$ cat config.mk
export PLATFORM = sky130hd
export DESIGN_NAME = adder_tree_feeder
export DESIGN_NICKNAME = d
export VERILOG_FILES = /design/src/rtl/adder_tree_feeder.sv
export SDC_FILE = /design/constraint.sdc
export NUM_CORES = 1
export LEC_CHECK = 0
export CAP_MARGIN = 20
export CORE_MARGIN = 3
export CORE_UTILIZATION = 45
export CTS_CLUSTER_SIZE = 25
export DETAILED_ROUTE_END_ITERATION = 12
export PLACE_DENSITY = 0.82
export SLEW_MARGIN = 20
export SYNTH_ARGS = -nofsm -noshare
export SYNTH_HDL_FRONTEND = slang
export SYNTH_SLANG_ARGS = --single-unit
export TNS_END_PERCENT = 100
$ cat constraint.sdc
create_clock -name clk -period 2.44 [get_ports clk]
set_input_delay 0.244 -clock clk [delete_from_list [all_inputs] [get_ports clk]]
set_output_delay 0.244 -clock clk [all_outputs]
set_load 0.005 [all_outputs]
$ cat src/rtl/adder_tree_feeder.sv
// Packs NUM consecutive signed elements into one vector for the adder tree input bus.
// Optional early-flush input in_last is enabled by defining ADDER_TREE_FEEDER_FLUSH_EN.
module adder_tree_feeder #(
    parameter int INPUT_DATA_WIDTH = 16,
    parameter int NUM              = 4
) (
    input  logic                              clk,
    input  logic                              rst_n,
    input  logic [INPUT_DATA_WIDTH-1:0]       in_data,
    input  logic                              in_valid,
`ifdef ADDER_TREE_FEEDER_FLUSH_EN
    input  logic                              in_last,
`endif
    output logic                              in_ready,
    output logic [INPUT_DATA_WIDTH*NUM-1:0]   out_data,
    output logic                              out_valid,
    input  logic                              out_ready,
    output logic [15:0]                       vec_count
);

    localparam int W     = INPUT_DATA_WIDTH;
    localparam int IDX_W = (NUM > 1) ? $clog2(NUM) : 1;

    logic [IDX_W-1:0] idx_r;
    logic [W*NUM-1:0] pack_ext_s;
    logic [W*NUM-1:0] next_vec_s;
    logic             last_lane_s;
    logic             final_s;
    logic             accept_s;
    logic             load_s;
    logic             handoff_s;

    assign last_lane_s = (idx_r == IDX_W'(NUM - 1));

`ifdef ADDER_TREE_FEEDER_FLUSH_EN
    assign final_s = last_lane_s | in_last;
`else
    assign final_s = last_lane_s;
`endif

    // Only the element that completes a vector can be stalled by a full, non-draining output
    assign in_ready  = ~final_s | ~out_valid | out_ready;
    assign accept_s  = in_valid & in_ready;
    assign load_s    = accept_s & final_s;
    assign handoff_s = out_valid & out_ready;

    // Outgoing vector: packed lanes below idx, the arriving element at idx, zeros above
    always_comb begin
        next_vec_s = {(W*NUM){1'b0}};
        for (int k = 0; k < NUM; k++) begin
            next_vec_s[k*W +: W] = (idx_r == IDX_W'(k)) ? in_data : pack_ext_s[k*W +: W];
        end
    end

    if (NUM > 1) begin : g_pack
        logic [W*(NUM-1)-1:0] pack_r;

        assign pack_ext_s = {{W{1'b0}}, pack_r};

        // Pack lane writes and lane index; the pack register clears whenever a vector leaves
        always_ff @(posedge clk) begin
            if (!rst_n) begin
                pack_r <= {(W*(NUM-1)){1'b0}};
                idx_r  <= {IDX_W{1'b0}};
            end else if (load_s) begin
                pack_r <= {(W*(NUM-1)){1'b0}};
                idx_r  <= {IDX_W{1'b0}};
            end else if (accept_s) begin
                for (int k = 0; k < NUM - 1; k++) begin
                    if (idx_r == IDX_W'(k)) begin
                        pack_r[k*W +: W] <= in_data;
                    end
                end
                idx_r <= idx_r + IDX_W'(1);
            end
        end
    end else begin : g_direct
        assign pack_ext_s = {W{1'b0}};

        // Single-lane vectors: every element goes straight to the output register
        always_ff @(posedge clk) begin
            idx_r <= {IDX_W{1'b0}};
        end
    end

    // Output register, valid flag and handoff counter; a load wins over a plain drain
    always_ff @(posedge clk) begin
        if (!rst_n) begin
            out_data  <= {(W*NUM){1'b0}};
            out_valid <= 1'b0;
            vec_count <= 16'd0;
        end else begin
            if (load_s) begin
                out_data  <= next_vec_s;
                out_valid <= 1'b1;
            end else if (handoff_s) begin
                out_valid <= 1'b0;
            end
            if (handoff_s) begin
                vec_count <= vec_count + 16'd1;
            end
        end
    end

endmodule

==> results of run 1 <==
==> where the power goes <==
part	internal (mW)	switching [mW]
registers	2.20	0.0336
logic	0.209	0.244
clock network	1.55	0.978
==> per-layer routing <==
| metal | vias up | wire length [um] | share of wire |
|---|---|---|---|
| li1 | 2066 | - | - |
| met1 | 1999 | 5290 | 0.42 |
| met2 | 101 | 6410 | 0.51 |
| met3 | 24 | 639 | 0.051 |
| met4 | 0 | 302 | 0.024 |
| met5 | - | 0 | 0 |
==> flip-flops by register name, summed over array words and instances (netlist names) <==
register and count:
out_data 64, g_pack.pack_r 48, vec_count 16, idx_r 2, out_valid 1
==> logic make-up after synthesis <==
kind of cell | count (synthesis) | share of synthesized area
xor gates and xnor gates | 12 | 0.0201
and+or+nand+nor | 181 | 0.152
adders and majority gates | 5 | 0.0120
AOI/OAI and AO/OA | 75 | 0.0967
buffers and inverters | 43 | 0.0335
muxes | 96 | 0.184
DFF | 131 | 0.502
==> synthesized netlist by cell type (all sizes together) <==
| cell type | instances |
|---|---|
| dfxtp | 131 |
| nor2 | 109 |
| mux2i | 96 |
| a211oi | 48 |
| nand2 | 42 |
| a21oi | 23 |
| clkbuf | 23 |
| buf | 14 |
| nand3 | 9 |
| xnor2 | 7 |
| inv | 6 |
| ha | 5 |
| nand4 | 5 |
| nor3 | 5 |
| xor2 | 5 |
| and4 | 2 |
| nand3b | 2 |
| nor4 | 2 |
| or3 | 2 |
| a31o | 1 |
| and3 | 1 |
| nand2b | 1 |
| o21ai | 1 |
| o31ai | 1 |
| o41ai | 1 |
| or4 | 1 |
==> cell type report <==
cell class | instances | share of cell area
Sequential cell | 131 | 0.376
Timing Repair Buffer | 109 | 0.161
Clock inverter | 13 | 0.0217
Tap cell | 140 | 0.0251
Multi-Input combinational cell | 369 | 0.349
Inverter | 6 | 0.00323
Clock buffer | 19 | 0.0636
==> worst register-to-register path: cells and delay by family (launching register included) <==
kind,cells,cell delay (ns)
fa+ha+maj,1,0.23
mux,1,0.35
flops,1,0.33
simple gates,3,0.86
==> path summary, 6_finish.rpt <==
check,from,end,slack (ns),cells past startpoint
max,idx_r[0],in_ready,0.36,3
min,out_data[50],out_data[50],0.46,2
max reg2reg,idx_r[0],g_pack.pack_r[18],0.55,5
min reg2reg,out_data[50],out_data[50],0.46,2
==> per-stage QoR <==
stage	area, um2	setup slack [ns]
CTS	6970	0.342
finish	6970	0.358
global placement	6370	0.320
global route	6970	0.280
floorplan	5230	0.698
detailed placement	6370	0.255
==> metrics.yaml, run 1 <==
outcome:
  status: "complete, no violations"
global_routing:
  grt_max_degree: 82
  grt_overflow: 0
  first_global_vias: 4230
  met3_usage: 0.0488
  use_met1: 0.239
  use_met2: 0.349
  grt_pass1_wl_um: 21000
  top_usage_layer: "met2"
  grt_use_total: 0.202
  antenna_found_initial: 0
logic_synthesis:
  syn-num-nets: 568
  synth_area_leaders: "dfxtp_1 (50%), mux2i_1 (18%), nor2_1 (7.8%)"
  syn_area_um2: 5230
  seq_area_frac_synth: 0.502
  ys_ff_latch: 131
  synth_cells: 543
  yosysUniqueCellTypes: 32
  synth_largest_area_cell: "dfxtp_1"
  netlist.area_leader.share: 0.502
  yosysWarningCount: 0
  avgSynthCellArea_um2: 9.62
sta:
  rsz0062_at_grt: "false"
  slew_violations: 0
  fin_crit_sh: 0.853
  finalHoldViolCount: 0
  setup_tns_ns: 0
  finalClockSkew_ns: 0.00894
  setup-violations-final: 0
  maxSlewHeadroom: 0.621
  worst_pin_slew_ns: 0.568
  clock.fmax_ghz: 0.480
  fin_crit_ns: 2.08
  whs_ns: 0.456
critical_path:
  crit_type: "flop to output pin"
  cp_slowest_stage_delay_ns: 0.59
  cp.buffers_inverters: 1
  cp_slowest_cell: "clkdlybuf4s50_1"
  critical_path.top_delay_family: "buffers and inverters"
  worstSetupEndpointType: "output pin"
  required_ns: 2.20
  cp_cell_sequence: "ha_1, nand3b_1, clkdlybuf4s50_1"
  cp_max_fo: 6
  startpoint_type: "flop"
  worst-endpoint-arrival_ns: 1.84
detailed_routing:
  vias: 4190
  viasPerCell: 5.32
  drcViolationCount: 0
  routed_wl_um: 12600
  drtIter0Drc: 181
  wl_per_cell_um: 16.1
  drtAntennaViolNets: 0
  drtPass1Iterations: 4
cells_and_area:
  finish.utilization: 0.629
  finalNonFillerCells: 787
  regArea_um2: 2620
  fillers: 925
  drive_gt1_frac: 0.0773
  multi_input_area_um2: 2430
  areaGrowthSynthToFinish_pct: 33.4
  final_cell_mix: "dfxtp_1 (131), nor2_1 (109), clkdlybuf4s50_1 (101)"
  final_common_cell: "dfxtp_1"
  nets: 659
  n_antenna_cell: 0
floorplan:
  die_w_um: 114
  fp.dieH_um: 114
  start_util: 0.472
  row_count: 38
  ios: 102
  core-area_um2: 11100
  dieArea_um2: 12900
clock_tree:
  ctsResizeCount: 0
  cts_sinks: 131
  insertion_delay_ns: 0.41
  cts_tree: "yes"
  clk_pin_slew_ns: 0.06
  h-tree-depth: 4
  postCtsHoldBufs: 0
  numCtsBuffers: 17
  cts_root_buffer: "clkbuf_16"
  clock_path_buffers: 2
  cts_post_setup_buffers_inserted: 0
pwr:
  finalPower_mw: 5.21
  vdd_ir_drop_max_uv: 442
  cellLeakagePower_nw: 2.70
  power_density_nw_per_um2: 748
placed_design:
  port_buffers: 101
  dp_cells: 755
  hpwlAfterDp_um: 8380
  place.gp.congestion: 0.746
min_path:
  hp-class: "flop to flop"
run:
  maxCapViolations: 0
No activity file was read; power rests on OpenSTA's default activity.
==> inputs of run 2 (changes only) <==
--- a/config.mk
+++ b/config.mk
@@ -6,11 +6,14 @@
 export NUM_CORES = 1
 export LEC_CHECK = 0
 export CAP_MARGIN = 20
+export CELL_PAD_IN_SITES_DETAIL_PLACEMENT = 2
+export CELL_PAD_IN_SITES_GLOBAL_PLACEMENT = 2
 export CORE_MARGIN = 3
-export CORE_UTILIZATION = 45
+export CORE_UTILIZATION = 32
 export CTS_CLUSTER_SIZE = 25
 export DETAILED_ROUTE_END_ITERATION = 12
-export PLACE_DENSITY = 0.82
+export PLACE_DENSITY = 0.91
+export SETUP_SLACK_MARGIN = 0.4
 export SLEW_MARGIN = 20
 export SYNTH_ARGS = -nofsm -noshare
 export SYNTH_HDL_FRONTEND = slang
==> run 2 against run 1 <==
Global-route usage is 0.77 points lower. Critical path depth rose by 3. Critical endpoint is now g_pack.pack_r[33]. Worst hold slack better by 0.0047 ns. Largest power group unchanged. Setup slack improved by 0.12 ns. Sequential share of layout area shrank 0.85 points. Clock skew shrank 0.0037 ns. Combinational power up 6.8%. Routed wire length increased by 34%.
==> metrics.yaml, run 2 (synthesis results as in run 1) <==
critical_path:
  ff2ff_setup_slack_ns: 0.48  # was 0.55 ns
  crit_start: "idx_r[1]"  # was idx_r[0]
  cp_max_fo: 16  # was 6
  startpoint_type: "flop"  # unchanged
  required_ns: 2.73  # was 2.20 ns
  rr_worst_depth: 6  # was 5
  worst-endpoint-arrival_ns: 2.26  # was 1.84 ns
  crit_type: "flop to flop"  # was flop to output pin
  r2r-end: "g_pack.pack_r[33]"  # was g_pack.pack_r[18]
  worstSetupEndpointType: "flop"  # was output pin
  worstReg2RegStart: "idx_r[1]"  # was idx_r[0]
clock_tree:
  clk_pin_slew_ns: 0.06  # about the same
  insertion_delay_ns: 0.42  # was 0.41 ns
  clock_path_buffers: 2  # unchanged
  h-tree-depth: 4  # unchanged
  postCtsHoldBufs: 0  # unchanged
  cts_root_buffer: "clkbuf_16"  # unchanged
  numCtsBuffers: 17  # unchanged
  cts_sinks: 131  # unchanged
  cts_tree: "yes"  # unchanged
cells_and_area:
  stdcell_area_um2: 7130  # was 6970 um2
  nets: 663  # was 659
  largest_registers: "out_data x64, g_pack.pack_r x48, vec_count x16"  # unchanged
  fillers: 1664  # was 925
  drive_gt1_frac: 0.0814  # was 0.0773
  largest_reg_flops: 64  # unchanged
  finalNonFillerCells: 867  # was 787
  top_register: "out_data"  # unchanged
  finish.utilization: 0.447  # was 0.629
  final_common_cell: "dfxtp_1"  # unchanged
  areaGrowthSynthToFinish_pct: 36.4  # was 33.4%
  final_cell_mix: "dfxtp_1 (131), nor2_1 (109), clkdlybuf4s50_1 (101)"  # unchanged
  n_antenna_cell: 0  # unchanged
pwr:
  cellLeakagePower_nw: 2.74  # was 2.70 nW
  power_density_nw_per_um2: 760  # was 748 nW/um2
  vdd_ir_drop_max_uv: 538  # was 442 uV
  finalPower_mw: 5.42  # was 5.21 mW
placed_design:
  dp_cells: 833  # was 755
  port_buffers: 101  # unchanged
  hpwlAfterDp_um: 11400  # was 8380 um
  preCtsSetupSlack_ns: 0.133  # was 0.255 ns
  place_area_um2: 6490  # was 6370 um2
  place.gp.congestion: 0.805  # was 0.746
sta:
  setup-violations-final: 0  # unchanged
  fin_crit_ns: 1.96  # was 2.08 ns
  clock.fmax_ghz: 0.509  # was 0.480 GHz
  slew_violations: 0  # unchanged
  rsz0062_at_grt: "true"  # was false
  maxSlewHeadroom: 0.592  # was 0.621
  finalClockSkew_ns: 0.00522  # was 0.00894 ns
  whs_ns: 0.461  # was 0.456 ns
  setup_tns_ns: 0  # unchanged
  worst_pin_slew_ns: 0.611  # was 0.568 ns
  setup_ws_ns: 0.476  # was 0.358 ns
  finalHoldViolCount: 0  # unchanged
  fin_crit_sh: 0.805  # was 0.853
detailed_routing:
  drcViolationCount: 0  # unchanged
  routed_wl_um: 16900  # was 12,600 um
  wl_per_cell_um: 19.5  # was 16.1 um
  viasPerCell: 5.05  # was 5.32
  drtPass1Iterations: 4  # unchanged
  drtAntennaViolNets: 0  # unchanged
  drtIter0Drc: 155  # was 181
  vias: 4379  # was 4,190
global_routing:
  grt_pass1_wl_um: 27200  # was 21,000 um
  grt_max_degree: 53  # was 82
  grt_overflow: 0  # unchanged
  antenna_found_initial: 0  # unchanged
  first_global_vias: 4969  # was 4,230
  grt_use_total: 0.194  # was 0.202
floorplan:
  dieArea_um2: 17900  # was 12,900 um2
  core-area_um2: 15900  # was 11,100 um2
  fp.dieH_um: 134  # was 114 um
  ios: 102  # unchanged
  start_util: 0.328  # was 0.472
  die_w_um: 134  # was 114 um
  row_count: 46  # was 38
min_path:
  hp-class: "flop to flop"  # unchanged
  hold_path.startpoint: "out_data[52]"  # was out_data[50]
  hold_path_depth: 2  # unchanged
  holdPathEnd: "out_data[52]"  # was out_data[50]
run:
  maxCapViolations: 0  # unchanged
outcome:
  status: "complete, no violations"  # unchanged
==> run 2: how the worst max path moves through the flow <==
stage                         to  slack (ns)
6_report       g_pack.pack_r[33]        0.48
5_1_grt        g_pack.pack_r[10]        0.36
4_1_cts                 in_ready        0.46
3_5_place_dp   g_pack.pack_r[30]        0.13
3_3_place_gp   g_pack.pack_r[26]        0.28
2_1_floorplan  g_pack.pack_r[37]        0.70
==> run 2: what timing repair did <==
action / in CTS / in global routing
setup endpoints to repair: 1 / 5
resized for setup: 0 / 1
gates cloned: 0 / 0
setup buffers: 2 / 0
==> run 2: per-layer routing <==
layer | GRT usage | share of wire
met1 | 0.214 | 0.41
met2 | 0.362 | 0.54
met3 | 0.0405 | 0.025
met4 | 0.0777 | 0.022
met5 | 0 | 0
==> run 2: where the power goes <==
| part | internal (mW) | switching, mW | leakage [nW] |
|---|---|---|---|
| Clock | 1.76 | 0.939 | 0.300 |
| Sequential | 2.20 | 0.0387 | 1.06 |
| Combinational | 0.212 | 0.273 | 1.38 |
==> run 2: cell type report <==
type	instances	area, um2	area share
sequential	131	2620	0.368
multi-input combinational	369	2440	0.343
inverter	6	22.5	0.00316
timing repair buffer	113	1150	0.161
tap	216	270	0.0379
clock inverter	10	155	0.0218
clock buffer	22	464	0.0651
==> run 2: worst max-delay path, cell delays in order (launching register included) <==
cell and delay, ns:
dfxtp_1 0.35, ha_1 0.23, nand3b_1 0.15, buf_4 0.16, nand3_2 0.47, mux2i_1 0.38, nor2_1 0.10
==> inputs of run 3 (changes only) <==
--- a/config.mk
+++ b/config.mk
@@ -9,10 +9,10 @@
 export CELL_PAD_IN_SITES_DETAIL_PLACEMENT = 2
 export CELL_PAD_IN_SITES_GLOBAL_PLACEMENT = 2
 export CORE_MARGIN = 3
-export CORE_UTILIZATION = 32
+export CORE_UTILIZATION = 29
 export CTS_CLUSTER_SIZE = 25
 export DETAILED_ROUTE_END_ITERATION = 12
-export PLACE_DENSITY = 0.91
+export PLACE_DENSITY = 0.87
 export SETUP_SLACK_MARGIN = 0.4
 export SLEW_MARGIN = 20
 export SYNTH_ARGS = -nofsm -noshare
==> constraint.sdc (replaced) <==
create_clock -name clk -period 1.6 [get_ports clk]
set_input_delay 0.16 -clock clk [delete_from_list [all_inputs] [get_ports clk]]
set_output_delay 0.16 -clock clk [all_outputs]
set_load 0.005 [all_outputs]
==> run 3 against run 2 <==
The flow now finishes with violations (negative setup slack). Clock skew is 0.0094 ns higher. Total power is 74% higher. Critical path depth is 1 higher. Largest cell class is now multi-input combinational cells.
==> metrics.yaml, run 3 (synthesis results as in run 1) <==
critical_path:
  worstSetupEndpointType: "flop"  # unchanged
  crit_start: "idx_r[0]"  # was idx_r[1]
  ff2ff_setup_slack_ns: -0.16  # was 0.48 ns
  rr_worst_depth: 7  # was 6
  r2r-end: "g_pack.pack_r[12]"  # was g_pack.pack_r[33]
  crit_type: "flop to flop"  # unchanged
  required_ns: 1.91  # was 2.73 ns
  worst-endpoint-arrival_ns: 2.07  # was 2.26 ns
  startpoint_type: "flop"  # unchanged
  cp_max_fo: 8  # was 16
  cp-endpoint: "g_pack.pack_r[12]"  # was g_pack.pack_r[33]
  worstReg2RegStart: "idx_r[0]"  # was idx_r[1]
clock_tree:
  insertion_delay_ns: 0.45  # was 0.42 ns
  clk_pin_slew_ns: 0.07  # was 0.06 ns
  cts_sinks: 131  # unchanged
  cts_root_buffer: "clkbuf_16"  # unchanged
  clock_path_buffers: 2  # unchanged
  cts_tree: "yes"  # unchanged
  numCtsBuffers: 17  # unchanged
  postCtsHoldBufs: 0  # unchanged
  h-tree-depth: 4  # unchanged
sta:
  setup-violations-final: 44  # was 0
  slew_violations: 0  # unchanged
  fin_crit_sh: 1.10  # was 0.805
  whs_ns: 0.486  # was 0.461 ns
  setup_tns_ns: -2.48  # was 0 ns
  maxSlewHeadroom: 0.487  # was 0.592
  rsz0062_at_grt: "true"  # unchanged
  finalHoldViolCount: 0  # unchanged
  fin_crit_ns: 1.76  # was 1.96 ns
  clock.fmax_ghz: 0.568  # was 0.509 GHz
  worst_pin_slew_ns: 0.767  # was 0.611 ns
  setup_ws_ns: -0.161  # was 0.476 ns
  finalClockSkew_ns: 0.0146  # was 0.00522 ns
pwr:
  vdd_ir_drop_max_uv: 1080  # was 538 uV
  p_clk_frac: 0.467  # was 0.497
  pwr-share-seq: 0.367  # was 0.413
  switching_share: 0.280  # was 0.231
  power.internal_mw: 6.77  # was 4.17 mW
  p_sw_mw: 2.64  # was 1.25 mW
  power_density_nw_per_um2: 935  # was 760 nW/um2
  combPwrFrac: 0.167  # was 0.089
  cellLeakagePower_nw: 3.99  # was 2.74 nW
detailed_routing:
  viasPerCell: 5.52  # was 5.05
  wl_met1_um: 13000  # was 6950 um
  drtAntennaViolNets: 0  # unchanged
  vias: 5375  # was 4,379
  top_layer: "met4"  # unchanged
  wl_per_cell_um: 34.0  # was 19.5 um
  drcViolationCount: 0  # unchanged
  met3_length_um: 1460  # was 429 um
  routed_wl_um: 33100  # was 16,900 um
  dr_wl_met2_um: 17200  # was 9130 um
  drtPass1Iterations: 4  # unchanged
  drtIter0Drc: 294  # was 155
outcome:
  status: "finished with violations"  # was complete, no violations
  violations: "negative setup slack"
cells_and_area:
  drive_gt1_frac: 0.601  # was 0.0814
  finish.utilization: 0.576  # was 0.447
  final_common_cell: "dfxtp_1"  # unchanged
  largest_registers: "out_data x64, g_pack.pack_r x48, vec_count x16"  # unchanged
  regArea_um2: 2730  # was 2620 um2
  n_antenna_cell: 0  # unchanged
  final_cell_mix: "dfxtp_1 (82), nor2_1 (67), mux2i_1 (46)"  # was dfxtp_1 (131), nor2_1 (109), clkdlybuf4s50_1 (101)
  finalNonFillerCells: 974  # was 867
  top_register: "out_data"  # unchanged
  areaGrowthSynthToFinish_pct: 92.5  # was 36.4%
  nets: 762  # was 663
  fillers: 1582  # was 1,664
  multi_input_area_um2: 3890  # was 2440 um2
  largest_reg_flops: 64  # unchanged
global_routing:
  antenna_found_initial: 0  # unchanged
  grt_max_degree: 50  # was 53
  grt_pass1_wl_um: 40600  # was 27,200 um
  grt_overflow: 0  # unchanged
  first_global_vias: 5970  # was 4,969
  grt_use_total: 0.277  # was 0.194
floorplan:
  fp.dieH_um: 140  # was 134 um
  row_count: 48  # was 46
  start_util: 0.299  # was 0.328
  ios: 102  # unchanged
  core-area_um2: 17500  # was 15,900 um2
  dieArea_um2: 19700  # was 17,900 um2
  die_w_um: 140  # was 134 um
placed_design:
  preCtsSetupSlack_ns: -0.172  # was 0.133 ns
  place.gp.congestion: 0.775  # was 0.805
  hpwlAfterDp_um: 12200  # was 11,400 um
  port_buffers: 101  # unchanged
  dp_cells: 854  # was 833
run:
  maxCapViolations: 0  # unchanged
min_path:
  hp-class: "flop to flop"  # unchanged
==> run 3: worst max-delay path, stage by stage, from the launching register on <==
cell      delay (ns)
dfxtp_4         0.39
ha_4            0.16
nand3b_1        0.13
buf_6           0.19
nand3_4         0.13
buf_12          0.18
mux2i_1         0.31
nor2_1          0.13
==> run 3: worst min-delay path by stage <==
stage / start / end / slack (ns) / depth (start not counted)
finish: out_data[48] / out_data[48] / 0.49 / 2
global route: out_data[48] / out_data[48] / 0.51 / 2
CTS: out_data[54] / out_data[54] / 0.46 / 2
detailed placement: out_data[54] / out_data[54] / 0.45 / 2
global placement: out_data[54] / out_data[54] / 0.45 / 2
floorplan: in_data[0] / out_data[48] / 0.30 / 2
==> run 3: timing repair <==
| item | in CTS | in global routing |
|---|---|---|
| cloned | 18 | 1 |
| endpoints found under the setup margin | 207 | 206 |
| pin swaps | 45 | 72 |
| setup buffers | 42 | 28 |
| gates resized for setup | 281 | 307 |
==> run 3: power by group through the flow <==
stage	clock [mW]	sequential, mW	combinational, mW
after detailed placement	0	3.48	0.846
after floorplan	0	3.46	0.550
after CTS	4.26	3.41	1.20
final	4.39	3.45	1.57
after global routing	4.57	3.45	1.60
after global placement	0	3.47	0.799
==> run 3: per-stage QoR <==
step / total power [mW] / instance area (um2)
6_report: 9.40 / 10100
5_1_grt: 9.62 / 10100
4_1_cts: 8.87 / 9010
3_5_place_dp: 4.32 / 6950
3_3_place_gp: 4.27 / 6950
2_1_floorplan: 4.01 / 5710
==> run 3: final cells by class <==
type	count	area share
multi-input cells	369	0.387
clock inverters	10	0.0154
repair buffers	212	0.249
clock buffers	21	0.0468
inverters	6	0.00286
well taps	225	0.0280
flip-flops and latches	131	0.272
==> run 3: routing by layer <==
layer  global-route usage  vias to the layer above
li1                     -                     2286
met3               0.0642                       86
met2                0.485                      218
met4                0.123                        0
met5                    0                        -
met1                0.323                     2785
